### config.mk
export PLATFORM = sky130hd
export DESIGN_NAME = sync_fifo_param
export DESIGN_NICKNAME = d
export VERILOG_FILES = /design/src/rtl/sync_fifo_param.sv
export SDC_FILE = /design/constraint.sdc
export NUM_CORES = 1
export LEC_CHECK = 0
export CELL_PAD_IN_SITES_DETAIL_PLACEMENT = 0
export CELL_PAD_IN_SITES_GLOBAL_PLACEMENT = 1
export CORE_MARGIN = 8
export CORE_UTILIZATION = 40
export CTS_CLUSTER_DIAMETER = 120
export DETAILED_ROUTE_END_ITERATION = 16
export PLACE_DENSITY_LB_ADDON = 0.05
export RECOVER_POWER = 50
export REMOVE_ABC_BUFFERS = 1
export SLEW_MARGIN = 25
export SYNTH_ARGS = -nofsm -noshare
export SYNTH_HDL_FRONTEND = slang
export SYNTH_SLANG_ARGS = --single-unit
export TNS_END_PERCENT = 20
### constraint.sdc
create_clock -name i_clk -period 2.7 [get_ports i_clk]
set_clock_uncertainty 0.05 [all_clocks]
set_input_delay 0.81 -clock i_clk [delete_from_list [all_inputs] [get_ports i_clk]]
set_output_delay 0.81 -clock i_clk [all_outputs]
set_load 0.02 [all_outputs]
### src/rtl/sync_fifo_param.sv
// rtl/sync_fifo_param.sv - parametrised single-clock FIFO with thresholds, FWFT option and error pulses
module sync_fifo_param #(
  parameter int DATA_W    = 8,
  parameter int ADDR_W    = 4,
  parameter int AF_THRESH = (2 ** ADDR_W) - 2,
  parameter int AE_THRESH = 2,
  parameter bit FWFT      = 1'b0
) (
  input  logic              i_clk,
  input  logic              i_rst,
  input  logic              i_wr,
  input  logic [DATA_W-1:0] i_data_in,
  input  logic              i_rd,
  output logic [DATA_W-1:0] o_data_out,
  output logic              o_valid_out,
  output logic [ADDR_W:0]   o_fifo_cnt,
  output logic              o_empty,
  output logic              o_full,
  output logic              o_almost_empty,
  output logic              o_almost_full,
  output logic              o_overflow,
  output logic              o_underflow
);

  localparam int DEPTH = 2 ** ADDR_W;
  localparam logic [ADDR_W:0]   CNT_FULL = (ADDR_W + 1)'(DEPTH);
  localparam logic [ADDR_W:0]   CNT_ONE  = (ADDR_W + 1)'(1);
  localparam logic [ADDR_W-1:0] PTR_ONE  = ADDR_W'(1);

  // Storage is deliberately left out of reset; only pointers and count define contents.
  logic [DATA_W-1:0] r_mem [DEPTH];

  logic [ADDR_W-1:0] r_wr_ptr;
  logic [ADDR_W-1:0] r_rd_ptr;
  logic [ADDR_W:0]   r_cnt;
  logic              r_overflow;
  logic              r_underflow;

  logic w_empty;
  logic w_full;
  logic w_almost_empty;
  logic w_almost_full;
  logic w_wr_acc;
  logic w_rd_acc;

  // Flags come only from the registered count, so rd/wr can never glitch them.
  assign w_empty        = (r_cnt == '0);
  assign w_full         = (r_cnt == CNT_FULL);
  assign w_almost_empty = (int'(r_cnt) <= AE_THRESH);
  assign w_almost_full  = (int'(r_cnt) >= AF_THRESH);

  // Acceptance uses start-of-cycle full/empty: a same-cycle read never frees
  // room for a write, and a same-cycle write never feeds a read.
  assign w_wr_acc = i_wr && !w_full;
  assign w_rd_acc = i_rd && !w_empty;

  // Store accepted write data at the write pointer.
  always_ff @(posedge i_clk) begin
    if (w_wr_acc) begin
      r_mem[r_wr_ptr] <= i_data_in;
    end
  end

  // Pointers wrap naturally modulo DEPTH.
  always_ff @(posedge i_clk or posedge i_rst) begin
    if (i_rst) begin
      r_wr_ptr <= '0;
      r_rd_ptr <= '0;
    end else begin
      if (w_wr_acc) begin
        r_wr_ptr <= r_wr_ptr + PTR_ONE;
      end
      if (w_rd_acc) begin
        r_rd_ptr <= r_rd_ptr + PTR_ONE;
      end
    end
  end

  // Occupancy: gated acceptance keeps the count inside 0..DEPTH.
  always_ff @(posedge i_clk or posedge i_rst) begin
    if (i_rst) begin
      r_cnt <= '0;
    end else begin
      case ({w_wr_acc, w_rd_acc})
        2'b10:   r_cnt <= r_cnt + CNT_ONE;
        2'b01:   r_cnt <= r_cnt - CNT_ONE;
        default: r_cnt <= r_cnt;
      endcase
    end
  end

  // One-cycle error pulses for rejected accesses.
  always_ff @(posedge i_clk or posedge i_rst) begin
    if (i_rst) begin
      r_overflow  <= 1'b0;
      r_underflow <= 1'b0;
    end else begin
      r_overflow  <= i_wr && w_full;
      r_underflow <= i_rd && w_empty;
    end
  end

  generate
    if (FWFT) begin : g_fwft
      // Head word is always presented; rd just retires it.
      assign o_data_out  = r_mem[r_rd_ptr];
      assign o_valid_out = !w_empty;
    end else begin : g_std
      logic [DATA_W-1:0] r_data_out;
      logic              r_valid_out;

      // Registered read: data loads on an accepted read and otherwise holds.
      always_ff @(posedge i_clk or posedge i_rst) begin
        if (i_rst) begin
          r_data_out  <= '0;
          r_valid_out <= 1'b0;
        end else begin
          r_valid_out <= w_rd_acc;
          if (w_rd_acc) begin
            r_data_out <= r_mem[r_rd_ptr];
          end
        end
      end

      assign o_data_out  = r_data_out;
      assign o_valid_out = r_valid_out;
    end
  endgenerate

  assign o_fifo_cnt     = r_cnt;
  assign o_empty        = w_empty;
  assign o_full         = w_full;
  assign o_almost_empty = w_almost_empty;
  assign o_almost_full  = w_almost_full;
  assign o_overflow     = r_overflow;
  assign o_underflow    = r_underflow;

endmodule
After elaboration in Yosys (flattened, before gate mapping)
Memories as Yosys holds them, arrays and structs flattened. A register that Yosys moved wholly into a read port is not among the register bits.
Cells that the tools add are included.
- logic and storage cells: 27
- memories kept: 1
- input bits: 12
- latch bits: 0
- bits in read-only memories: 0
- bits in writable memories: 128
- output and inout bits: 20
- flip-flop bits (word level): 16
- memories (memory ; words ; bits a word ; read ports ; clocked after Yosys merged registers in ; write ports ; line ; RTL):
    r_mem ; 16 ; 8 ; 1 ; 1 ; 1 ; 31 ; logic [DATA_W-1:0] r_mem [DEPTH];
- $mul: 0
- order comparisons: 2
- reductions and logical operators: 8
- shift-type cells: 0
- multiplexer cells: 3
- divide/modulo/power cells: 0
- bitwise logic cells: 0
- equal/unequal tests: 3
- add/subtract/negate cells: 4
- operators with widths (kind ; count):
    5-bit one-hot mux with 2 select lines ; 1
    4-bit by 1-bit adder with 4-bit output (second input constant) ; 2
    5-bit by 1-bit adder with 5-bit output (second input constant) ; 1
    5-bit equality test (second input constant) ; 1
    5-bit by 4-bit greater-or-equal comparator with 1-bit output (second input constant) ; 1
    5-bit by 2-bit <= comparator with 1-bit output (second input constant) ; 1
    5-bit zero test ; 1
    5-bit by 1-bit subtractor with 5-bit output (second input constant) ; 1
    1-bit logical AND ; 4
    2-bit by 1-bit equality test with 1-bit output (second input constant) ; 1
    2-bit equality test (second input constant) ; 1
    1-bit zero test ; 2
    1-bit two-way mux ; 2
    2-bit nonzero test ; 1

Depth between registers and ports, before layout
- word-level depth: 5
- mapped depth: 12
- gate-level depth less buffers: 10

Worst setup path after synthesis
OpenSTA, ideal clock, no wires.
- path kind: register -> register
- start point: reg r_cnt[1], in the netlist o_fifo_cnt[1]
- end point: reg r_cnt[4], in the netlist o_fifo_cnt[4]
- arrival time: 2.805 ns
- cell stages (with the launch flop): 13
- clock period less this slack: 2.960 ns
- required time: 2.545 ns
- buffers on the path: 2
- setup time: 0.105 ns
- slack: -0.260 ns
- cells stage by stage: dfrtp_1 > buf_6 > or4_4 > o21ai_2 > inv_2 > ha_1 > clkbuf_1 > xor2_1 > ha_1 > nor2b_1 > o21ai_0 > a21oi_1 > nor4b_1
- cells in the longest elaborated chain, start to end: 5
- elaborated cells on any way between the ends: 12
- classes of those cells: add/sub (2); eq/ne (3); mux (1); reduce/logical (6)
- ends and longest elaborated chain (element ; line ; RTL):
    start, declared ; 35 ; logic [ADDR_W:0] r_cnt;
    start signal, assigned ; 85 ; 2'b10: r_cnt <= r_cnt + CNT_ONE;
    start signal, assigned ; 86 ; 2'b01: r_cnt <= r_cnt - CNT_ONE;
    start signal, assigned ; 87 ; default: r_cnt <= r_cnt;
    5-bit zero test * ; 47 ; assign w_empty = (r_cnt == '0);
    1-bit zero test * ; 55 ; assign w_rd_acc = i_rd && !w_empty;
    1-bit logical AND * ; 55 ;
    named net w_rd_acc ; 44 ; logic w_rd_acc;
    2-bit by 1-bit equality test with 1-bit output or 2-bit equality test (tied branches) ; 84 ; case ({w_wr_acc, w_rd_acc})
    5-bit one-hot mux with 2 select lines or 2-bit nonzero test (tied branches) ; -- ;
The timed path passes the listed nets; every way through them passes the cells marked *.
A chain may end at the register's enable or synchronous reset.

Worst setup path after layout
- start point: reg r_cnt[2], in the netlist o_fifo_cnt[2]
- end point: out o_empty
- cells in the longest elaborated chain, start to end: 1
- ends and longest elaborated chain (element ; line ; RTL):
    5-bit zero test ; 47 ;
    end, declared ; 17 ; output logic o_empty,
Every way passes these cells.

==> summary.txt <==
first-pass GRT wire length -> 19,600 µm
Max Slew Vio Count -> 25
FMAX -> 378 MHz
share of cells above drive strength 1 -> 28.5%
Leakage -> 2.71 nW
CTS tree -> yes
Largest stage delay, worst path -> 0.58 ns
commonest non-fill, non-tap cells in the layout -> 128 x edfxtp_1, 44 x buf_4, 32 x mux4_2
Layout area overhead -> 24.1%
Fill cells -> 1,269
DP Worst Slack -> -0.290 ns
worst-margin pin slew -> 1.52 ns
Ys Warns -> 0
core box area -> 15,100 µm²
n_diodes -> 0
Setup CP Type -> reg -> out
clock sinks -> 152
Final Hold Viols -> 0
CP Launch Type -> flip-flop
Max Cap Violations -> 1
initial antenna violation count -> 0
Root Buffer -> clkbuf_16
CTS Buf Count -> 17
DR iter-0 viols -> 195
Layout Cells excl Fill -> 612
Crit path required time -> 1.84 ns
final setup fails -> 0
Seq cells post-synth -> 152
Post-synth EDFFs -> 128
ys async rst share -> 15.8%
total grt overflow -> 0
post-synthesis sequential area ratio -> 72.4%
# DRC -> 0
Power Dens Cells -> 1080 nW/µm²
Top FF cell, synth -> edfxtp_1
gr usage total -> 13.9%
final instance area -> 7620 µm²
status -> complete, but fails checks
Multi-input gate area -> 1600 µm²
Avg Cell Area, Syn -> 18.4 µm²
Pre-antenna DRT Iters -> 4
Crit path max-delay family -> simple AND/OR/NAND/NOR gates
maximum VDD drop -> 573 µV
Final Core Density -> 50.5%
DR vias/cell -> 5.12
WP buf/inv -> 1
Clock Tree Buf Depth -> 2
Max transition margin -> -1.35%
Clock Latency Late Sink -> 0.42 ns
Post-Syn Area -> 6140 µm²
hold_buf cts -> 0
CP max FO -> 4
Cells after Synth -> 334
H-tree depth -> 4
Final nets -> 432
Critical Path, Cell by Cell -> or4_4 -> nor2_1 -> clkdlybuf4s15_1
RSZ-0062 raised after global routing -> yes
commonest non-fill, non-tap cell in the layout -> edfxtp_1
Distinct cells, synth -> 40
via count -> 3,131
final setup margin -> 0.0565 ns
gpl congestion -> 0.734
Min Clock Period, post-route -> 2.64 ns
Clk pin slew, worst setup/hold paths -> 0.06 ns
placed wire-length estimate -> 8260 µm
Tightest Hold Check Type -> reg -> reg
largest net degree at the start of global routing -> 35
crit path DAT -> 1.78 ns
fin crit share -> 97.9%
Post-Place Cells -> 578
Die Span Y -> 140 µm
post-route ant nets -> 0
WL final -> 12,700 µm
Die X -> 140 µm
WHS -> 0.450 ns
IO Port Bufs -> 31
sequential cell area -> 4450 µm²
failing checks -> capacitance limit, slew limit
Worst path slowest cell -> or4_4
Post-Place Cell Area -> 6930 µm²
die area -> 19,600 µm²
WL per Instance -> 20.8 µm
vias in the first global route -> 3,247
CP endpoint kind -> output pin
row count -> 45
Starting Density -> 40.7%
I/O pin count -> 32
[through the flow]
step / setup TNS, ns / total power [W]
5_1_grt: -0.0217 / 0.00864
2_1_floorplan: -0.589 / 0.00467
6_report: 0 / 0.00821
3_5_place_dp: -0.545 / 0.00571
4_1_cts: 0 / 0.00829
3_3_place_gp: -0.515 / 0.00570
[synthesized netlist by cell type (all sizes together) (2+ instances only)]
library cell	n	area share, %
nor3	5	0.41
edfxtp	128	63
nand2b	4	0.45
xnor2	6	0.86
o221ai	8	1.1
nand2	24	1.5
inv	8	0.49
buf	12	1.1
clkbuf	7	0.43
nand4	2	0.20
nor2b	3	0.31
dfrtp	24	9.8
nand3	2	0.16
a21oi	3	0.24
ha	9	1.8
mux2i	16	2.6
mux4	32	12
xor2	3	0.43
o21ai	5	0.47
nor2	18	1.1
[final timing paths]
path,from,end,slack [ns],cells after the start
max,o_fifo_cnt[2]$_DFFE_PP0P_,o_empty,0.06,3
min,o_data_out[2]$_DFFE_PP0P_,o_data_out[2]$_DFFE_PP0P_,0.45,2
max reg2reg,o_fifo_cnt[2]$_DFFE_PP0P_,o_fifo_cnt[4]$_DFFE_PP0P_,0.16,10
min reg2reg,o_data_out[2]$_DFFE_PP0P_,o_data_out[2]$_DFFE_PP0P_,0.45,2
max in group asynchronous,i_rst,r_rd_ptr[2]$_DFFE_PP0P_,0.43,3
min in group asynchronous,i_rst,r_wr_ptr[1]$_DFFE_PP0P_,1.16,3
[final cells by class]
type                       count  area share, %
tap                          188           3.09
sequential                   152           58.4
multi-input combinational    155           21.0
clock buffer                  17           5.58
inverter                       8          0.394
clock inverter                15           2.94
timing repair buffer          77           8.62
[power by group]
part	switching (W)	internal [W]	total [W]	leakage [nW]
combinational	0.00129	0.00123	0.00251	0.954
clock	0.000939	0.00164	0.00258	0.305
sequential	0.000208	0.00291	0.00312	1.45
[what timing repair did]
item / 4_1_cts / 5_1_grt
endpoints found under the setup margin: 3 / 4
gates cloned: 0 / 0
setup buffers: 0 / 2
pin swaps: 0 / 3
resized for setup: 3 / 14
[worst register-to-register path, delay by kind of cell, from the launching register on]
| kind | cells | cell delay [ns] |
|---|---|---|
| adder cells (fa/ha/maj) | 2 | 0.36 |
| buffers and inverters | 1 | 0.06 |
| AND/OR/NAND/NOR | 2 | 0.84 |
| XOR/XNOR | 1 | 0.14 |
| AO/OA/AOI/OAI | 4 | 0.61 |
| flip-flops | 1 | 0.39 |
[cells by family (layout without fill, tap and decap cells)]
logic type                 count (synthesis)  in the layout  share of synthesized area [%]
AOI/OAI and AO/OA                         23             23                           2.89
xor gates and xnor gates                   9              9                           1.28
and+or+nand+nor                           65             65                           4.99
buffers and inverters                     27            117                           2.06
adders and majority gates                  9              9                           1.83
muxes                                     49             49                           14.5
DFF                                      152            152                           72.4
[routing by layer]
| metal | global-route usage [%] | vias up | routed length (µm) |
|---|---|---|---|
| li1 | - | 1469 | - |
| met1 | 18.2 | 1591 | 5790 |
| met2 | 21.8 | 60 | 6220 |
| met3 | 3.32 | 11 | 546 |
| met4 | 5.66 | 0 | 139 |
| met5 | 0 | - | 0 |
[state kept, by name, summed over array words and instances (netlist names)]
signal	count
r_mem	128
o_underflow	1
o_valid_out	1
r_wr_ptr	4
r_rd_ptr	4
o_data_out	8
o_fifo_cnt	5
o_overflow	1
No activity file was read; power rests on OpenSTA's default activity.
